<file path="src/rtl/mac_dot_sat_if.sv">
// mac_dot_sat_if: operand/result bundle for the saturating dot-product MAC.
//   master : drives a, b, valid_in; observes f, valid_out, overflow
//   slave  : the MAC itself; consumes operands, produces results
//   a, b       signed operands, sampled when valid_in=1
//   valid_in   operand pair valid (no backpressure)
//   f          signed saturated dot-product result, held until next result
//   valid_out  one-cycle pulse marking a new result on f
//   overflow   sticky saturation flag for the group reported on f
interface mac_dot_sat_if #(
    parameter int WIDTH_IN  = 12,
    parameter int WIDTH_OUT = 24
);
    logic signed [WIDTH_IN-1:0]  a;
    logic signed [WIDTH_IN-1:0]  b;
    logic                        valid_in;
    logic signed [WIDTH_OUT-1:0] f;
    logic                        valid_out;
    logic                        overflow;

    modport master (output a, output b, output valid_in,
                    input  f, input  valid_out, input  overflow);
    modport slave  (input  a, input  b, input  valid_in,
                    output f, output valid_out, output overflow);
endinterface

</file>
<file path="src/rtl/mac_dot_sat.sv">
// mac_dot_sat: signed dot product of N_TERMS (a, b) pairs with saturating,
// saturate-and-continue accumulation and a per-group sticky overflow flag.
// The accumulator auto-clears at each group boundary, so groups may run
// back-to-back without a bubble.
// Ports:
//   clk    rising-edge clock
//   reset  synchronous, active-high reset (clears all state and outputs)
//   bus    mac_dot_sat_if.slave: a, b, valid_in in; f, valid_out, overflow out
// Build option:
//   MAC_DOT_PIPE_MULT_EN  adds a product register between the input stage and
//                         the accumulator (latency 3 instead of 2); results,
//                         overflow and throughput are unchanged.
module mac_dot_sat #(
    parameter int WIDTH_IN  = 12,
    parameter int WIDTH_OUT = 24,
    parameter int N_TERMS   = 4
) (
    input  logic          clk,
    input  logic          reset,
    mac_dot_sat_if.slave  bus
);
    localparam int CW = (N_TERMS > 1) ? $clog2(N_TERMS) : 1;
    localparam int PW = 2 * WIDTH_IN;
    localparam logic [CW-1:0] LAST_TERM = CW'(N_TERMS - 1);
    localparam logic signed [WIDTH_OUT-1:0] ACC_MAX = {1'b0, {(WIDTH_OUT-1){1'b1}}};
    localparam logic signed [WIDTH_OUT-1:0] ACC_MIN = {1'b1, {(WIDTH_OUT-1){1'b0}}};

    logic signed [WIDTH_IN-1:0]  a_r;
    logic signed [WIDTH_IN-1:0]  b_r;
    logic                        v1_r;
    logic signed [PW-1:0]        prod_s;
    logic signed [PW-1:0]        term_p_s;
    logic                        term_v_s;
    logic signed [WIDTH_OUT:0]   p_ext_s;
    logic signed [WIDTH_OUT:0]   base_s;
    logic signed [WIDTH_OUT:0]   sum_s;
    logic signed [WIDTH_OUT-1:0] res_s;
    logic                        sat_s;
    logic                        first_s;
    logic                        last_s;
    logic                        ovf_next_s;
    logic signed [WIDTH_OUT-1:0] acc_r;
    logic [CW-1:0]               cnt_r;
    logic                        ovf_r;
    logic signed [WIDTH_OUT-1:0] f_r;
    logic                        valid_out_r;
    logic                        overflow_r;

    // Input register stage: captures operands every cycle.
    always_ff @(posedge clk) begin
        if (reset) begin
            a_r  <= {WIDTH_IN{1'b0}};
            b_r  <= {WIDTH_IN{1'b0}};
            v1_r <= 1'b0;
        end else begin
            a_r  <= bus.a;
            b_r  <= bus.b;
            v1_r <= bus.valid_in;
        end
    end

    // Operands are sign-extended to the product width so the multiply is
    // exact regardless of how the tool sizes the expression.
    assign prod_s = $signed({{WIDTH_IN{a_r[WIDTH_IN-1]}}, a_r})
                  * $signed({{WIDTH_IN{b_r[WIDTH_IN-1]}}, b_r});

`ifdef MAC_DOT_PIPE_MULT_EN
    logic signed [PW-1:0] p_r;
    logic                 v2_r;

    // Product register stage: splits multiply from the accumulate add.
    always_ff @(posedge clk) begin
        if (reset) begin
            p_r  <= {PW{1'b0}};
            v2_r <= 1'b0;
        end else begin
            p_r  <= prod_s;
            v2_r <= v1_r;
        end
    end

    assign term_p_s = p_r;
    assign term_v_s = v2_r;
`else
    assign term_p_s = prod_s;
    assign term_v_s = v1_r;
`endif

    assign first_s = (cnt_r == {CW{1'b0}});
    assign last_s  = (cnt_r == LAST_TERM);

    // One guard bit above the accumulator: acc + product can never wrap there,
    // so the top two bits differing means the sum left the representable range.
    assign p_ext_s = {{(WIDTH_OUT+1-PW){term_p_s[PW-1]}}, term_p_s};
    assign base_s  = first_s ? {(WIDTH_OUT+1){1'b0}} : {acc_r[WIDTH_OUT-1], acc_r};
    assign sum_s   = base_s + p_ext_s;

    // Saturation clamp of the guarded sum.
    always_comb begin
        res_s = sum_s[WIDTH_OUT-1:0];
        sat_s = 1'b0;
        if (sum_s[WIDTH_OUT] != sum_s[WIDTH_OUT-1]) begin
            sat_s = 1'b1;
            if (sum_s[WIDTH_OUT]) begin
                res_s = ACC_MIN;
            end else begin
                res_s = ACC_MAX;
            end
        end else begin
            res_s = sum_s[WIDTH_OUT-1:0];
            sat_s = 1'b0;
        end
    end

    // The sticky flag from a previous group is dropped on its first term.
    assign ovf_next_s = sat_s | (ovf_r & ~first_s);

    // Accumulate stage: running sum, term counter, sticky flag and result regs.
    always_ff @(posedge clk) begin
        if (reset) begin
            acc_r       <= {WIDTH_OUT{1'b0}};
            cnt_r       <= {CW{1'b0}};
            ovf_r       <= 1'b0;
            f_r         <= {WIDTH_OUT{1'b0}};
            valid_out_r <= 1'b0;
            overflow_r  <= 1'b0;
        end else begin
            valid_out_r <= term_v_s & last_s;
            if (term_v_s) begin
                acc_r <= res_s;
                ovf_r <= ovf_next_s;
                if (last_s) begin
                    cnt_r      <= {CW{1'b0}};
                    f_r        <= res_s;
                    overflow_r <= ovf_next_s;
                end else begin
                    cnt_r <= cnt_r + CW'(1);
                end
            end
        end
    end

    assign bus.f         = f_r;
    assign bus.valid_out = valid_out_r;
    assign bus.overflow  = overflow_r;

endmodule

</file>
<file path="src/flat_wrapper.sv">
// flat-port wrapper written by rule: the top's interface ports become plain ports
module mac_dot_sat_flat 
#(
    parameter int WIDTH_IN  = 12,
    parameter int WIDTH_OUT = 24,
    parameter int N_TERMS   = 4
)
  (clk, reset, bus_a, bus_b, bus_valid_in, bus_f, bus_valid_out, bus_overflow);
  mac_dot_sat_if #(.WIDTH_IN(WIDTH_IN), .WIDTH_OUT(WIDTH_OUT)) bus_i ();
  input  logic clk;
  input  logic reset;
  input wire logic [$bits(bus_i.a)-1:0] bus_a;
  input wire logic [$bits(bus_i.b)-1:0] bus_b;
  input wire logic [$bits(bus_i.valid_in)-1:0] bus_valid_in;
  output wire logic [$bits(bus_i.f)-1:0] bus_f;
  output wire logic [$bits(bus_i.valid_out)-1:0] bus_valid_out;
  output wire logic [$bits(bus_i.overflow)-1:0] bus_overflow;
  assign bus_i.a = bus_a;
  assign bus_i.b = bus_b;
  assign bus_i.valid_in = bus_valid_in;
  assign bus_f = bus_i.f;
  assign bus_valid_out = bus_i.valid_out;
  assign bus_overflow = bus_i.overflow;
  mac_dot_sat #(.WIDTH_IN(WIDTH_IN), .WIDTH_OUT(WIDTH_OUT), .N_TERMS(N_TERMS)) u_core (.clk(clk), .reset(reset), .bus(bus_i));
endmodule
</file>
<file path="config.mk">
export PLATFORM = sky130hd
export DESIGN_NAME = mac_dot_sat_flat
export DESIGN_NICKNAME = d
export VERILOG_FILES = /design/src/rtl/mac_dot_sat_if.sv /design/src/rtl/mac_dot_sat.sv /design/src/flat_wrapper.sv
export SDC_FILE = /design/constraint.sdc
export NUM_CORES = 1
export LEC_CHECK = 0
export CAP_MARGIN = 20
export CORE_MARGIN = 10
export CORE_UTILIZATION = 30
export CTS_CLUSTER_DIAMETER = 30
export DETAILED_ROUTE_END_ITERATION = 7
export GPL_TIMING_DRIVEN = 1
export PLACE_DENSITY = 0.47
export SLEW_MARGIN = 30
export SYNTH_ARGS = -nofsm -noshare
export SYNTH_HDL_FRONTEND = slang
export SYNTH_SLANG_ARGS = --single-unit
</file>
<file path="constraint.sdc">
create_clock -name clk -period 6.7 [get_ports clk]
set_input_delay 1.34 -clock clk [delete_from_list [all_inputs] [get_ports clk]]
set_output_delay 1.34 -clock clk [all_outputs]
set_load 0.05 [all_outputs]
</file>
==> metrics.txt <==
Reg2Reg Depth=17; Buffers on Ports=between 50 and 60; Post-synth EDFFs=0; Worst EP required=6.94 ns; crit path max fanout=12; Starting Density=between 30% and 40%; Switching Share=approximately 46%; Core Rows=64; GRT Residual Overflow=0; initial antenna violation count=0; detailed-route wire length=~24 mm; CORE AREA=just over 0.03 mm2; Hold Path Class=reg2reg; Post-synth ARST share=0%; status=finished, final reports clean; reg2reg start=u_core.b_r[6]$_SDFF_PP0_; total CTS buffers=9; vias=~6800; cell leakage power=0.00492 uW; Final Cycle Share=a little over nine tenths; Worst Skew=around 0.0096 ns; hold path startpoint=u_core.ovf_r$_SDFFE_PP0P_; post-synthesis sequential area ratio=16.6%; min Tclk post-route=about 6.4 ns; clock buffer depth=2; DRT Pass-1 Iters=5; Horiz. Die Dim=~200 um; first-pass GRT wire length=40.3 mm; max_cap viols=0; Synth Instances=between 1000 and 1500; ANT cells=0; pin count of the biggest net entering global routing=49; Flop pwr share=between 20% and 30%; Final Hold Fails=0; worst path arrival time=about 6.7 ns; commonest non-fill, non-tap cell in the layout=fa_1; io pins=between 50 and 60; Synth Warn #=0; Synth Cell Area=between 0.009 and 0.01 mm2; relative slew slack=between 40% and 50%; DIE HEIGHT=197 um; Area Growth Syn to Fin=15.3%; crit end category=flip-flop; Total Power=around 2900 uW; Antenna Violating Nets Remaining=0; layout cells sized above 1=around 6.7%; Pint=around 1600 uW; Critical Path Source Type=flip-flop; final setup margin=between 0.2 and 0.3 ns; DRC viols=0; Unique masters post-synth=50; Min-Delay Path Depth=2; routability congestion estimate=0.824; clock root buffer=clkbuf_16; total die area=between 0.03 and 0.04 mm2; Max Transition Viols Final=0; CTS H-tree lvls=3; clock latency on the worst-skew pair=about 0.36 ns; peak supply drop=between 0.0002 and 0.00025 V; cts-stage hold buffer count=0; syn_area_per_cell=9.29 um2; synthesized flop and latch total=a little under 80; Worst-path clk slew=about 0.070 ns; Critical Path Start=u_core.b_r[6]$_SDFF_PP0_; CTS tree=built; Comb pwr share=a little over 60%; P_sw=1330 uW; Main synth FF type=dfxtp_1; dpl ws=0.00608 ns; share of power burned in the clock network=a little under a fifth; worst reg2reg setup slack=between 0.2 and 0.3 ns; Final #Nets=roughly 1300; clock sink count=slightly below 80; Hold Slack=roughly 0.48 ns; post-DP HPWL=19.9 mm; Via-to-Cell Ratio=approximately 4.6; worst-margin pin slew=~0.81 ns; Setup-failing EPs final=0; syn_nets=approximately 1300; commonest cells after routing, fill and taps aside=fa_1, inv_1, nand2_1, dfxtp_1, ha_1; wire per inst=16.3 um; Cell Pwr Density=about 270 mW/mm2; critical path class=reg2reg; vias in the first global route=just over 7000; fmax=approximately 0.16 GHz; total global-route track usage=13.0%; DRT iter0 DRCs=about 340
==> worst paths after layout <==
check,endpoint
worst max-delay path,u_core.bus.f[14]$_SDFFE_PP0P_
worst max register to register,u_core.bus.f[14]$_SDFFE_PP0P_
worst min register to register,u_core.ovf_r$_SDFFE_PP0P_
worst min-delay path,u_core.ovf_r$_SDFFE_PP0P_
==> stage by stage <==
| step | TNS [ns] | util (%) | instance area [um2] | instances |
|---|---|---|---|---|
| final | 0 | 35.3 | 10900 | 1461 |
| after global routing | -0.000506 | 35.3 | 10900 | 1461 |
| after CTS | 0 | 35.0 | 10800 | 1456 |
| after detailed placement | 0 | 34.0 | 10500 | 1440 |
| after global placement | 0 | 34.0 | 10500 | 1440 |
| after floorplan | 0 | - | 9430 | 1015 |
==> layout make-up <==
class | instances | area (um2)
Fill cell | 3153 | 20000
Multi-Input combinational cell | 732 | 7120
Sequential cell | 78 | 1570
Timing Repair Buffer | 88 | 798
Inverter | 150 | 567
Tap cell | 396 | 495
Clock buffer | 10 | 229
Clock inverter | 6 | 93.8
Timing Repair inverter | 1 | 7.51
==> power groups by stage <==
stage / logic [uW] / registers [uW] / clock network, uW
2_1_floorplan: 1220 / 564 / 0
3_3_place_gp: 1750 / 591 / 0
3_5_place_dp: 1740 / 592 / 0
4_1_cts: 1770 / 582 / 578
5_1_grt: 1990 / 592 / 594
6_report: 1770 / 582 / 558
==> kinds of logic after synthesis <==
group                      share of synthesized area [%]
adders and majority gates                           44.5
buffers and inverters                               8.28
muxes                                              0.318
DFF                                                 16.6
xor gates and xnor gates                            2.37
and+or+nand+nor                                     16.3
AOI/OAI and AO/OA                                   11.7
==> cell usage after synthesis (2+ instances only) <==
master | number | area (um2)
a221o_1 | 4 | 40.0
nor2_1 | 61 | 229
a22oi_1 | 30 | 225
and2_1 | 69 | 432
a21boi_0 | 3 | 22.5
inv_1 | 149 | 559
and4_1 | 3 | 26.3
nor3_1 | 5 | 25.0
mux2i_1 | 3 | 30.0
buf_1 | 2 | 7.51
nand2_1 | 87 | 327
buf_2 | 8 | 40.0
nand4_1 | 2 | 12.5
clkbuf_1 | 44 | 165
a21o_1 | 6 | 45.0
xor2_1 | 9 | 78.8
dfxtp_1 | 78 | 1560
nand2b_1 | 19 | 119
fa_1 | 166 | 3320
nor3_2 | 2 | 20.0
o22ai_1 | 2 | 12.5
nand3_1 | 4 | 20.0
and3_1 | 3 | 18.8
o211ai_1 | 12 | 90.1
o21bai_1 | 2 | 15.0
a211oi_1 | 8 | 60.1
a21oi_1 | 41 | 205
nor2b_1 | 39 | 244
o21ai_0 | 37 | 185
a311oi_1 | 13 | 114
xnor2_1 | 14 | 123
ha_1 | 70 | 876
a31oi_1 | 3 | 18.8
==> per-layer routing <==
layer	vias up	track usage, %	share of wire (%)
met5	-	0	0
met4	0	2.34	0.78
met3	14	2.52	3.5
met2	82	19.4	43
met1	3354	19.2	53
li1	3324	-	-
==> flip-flops by register name, summed over array words and instances, names as in the netlist <==
signal	count
u_core.bus.f	24
u_core.bus.overflow	1
u_core.a_r	12
u_core.bus.valid_out	1
u_core.term_v_s	1
u_core.cnt_r	2
u_core.acc_r	24
u_core.b_r	12
u_core.ovf_r	1
==> worst max-delay path: stages (launching register included) <==
cell and delay [ns]:
dfxtp_1 0.47, and2_1 0.26, fa_1 0.53, inv_1 0.05, fa_1 0.53, inv_1 0.05
fa_1 0.51, fa_1 0.44, fa_1 0.52, fa_1 0.46, ha_1 0.39, a21oi_1 0.22
o22ai_1 0.16, nor4b_4 0.39, a2111oi_2 0.15, or3b_2 0.60, and2_1 0.27, a221o_1 0.34
==> what timing repair did <==
action / 4_1_cts / 5_1_grt
gates cloned: 0 / 1
gates resized for setup: 1 / 11
endpoints found under the setup margin: 1 / 50
endpoints found under the hold margin: 0 / 0
setup buffers: 0 / 4
Power figures use the tool's default switching activity.
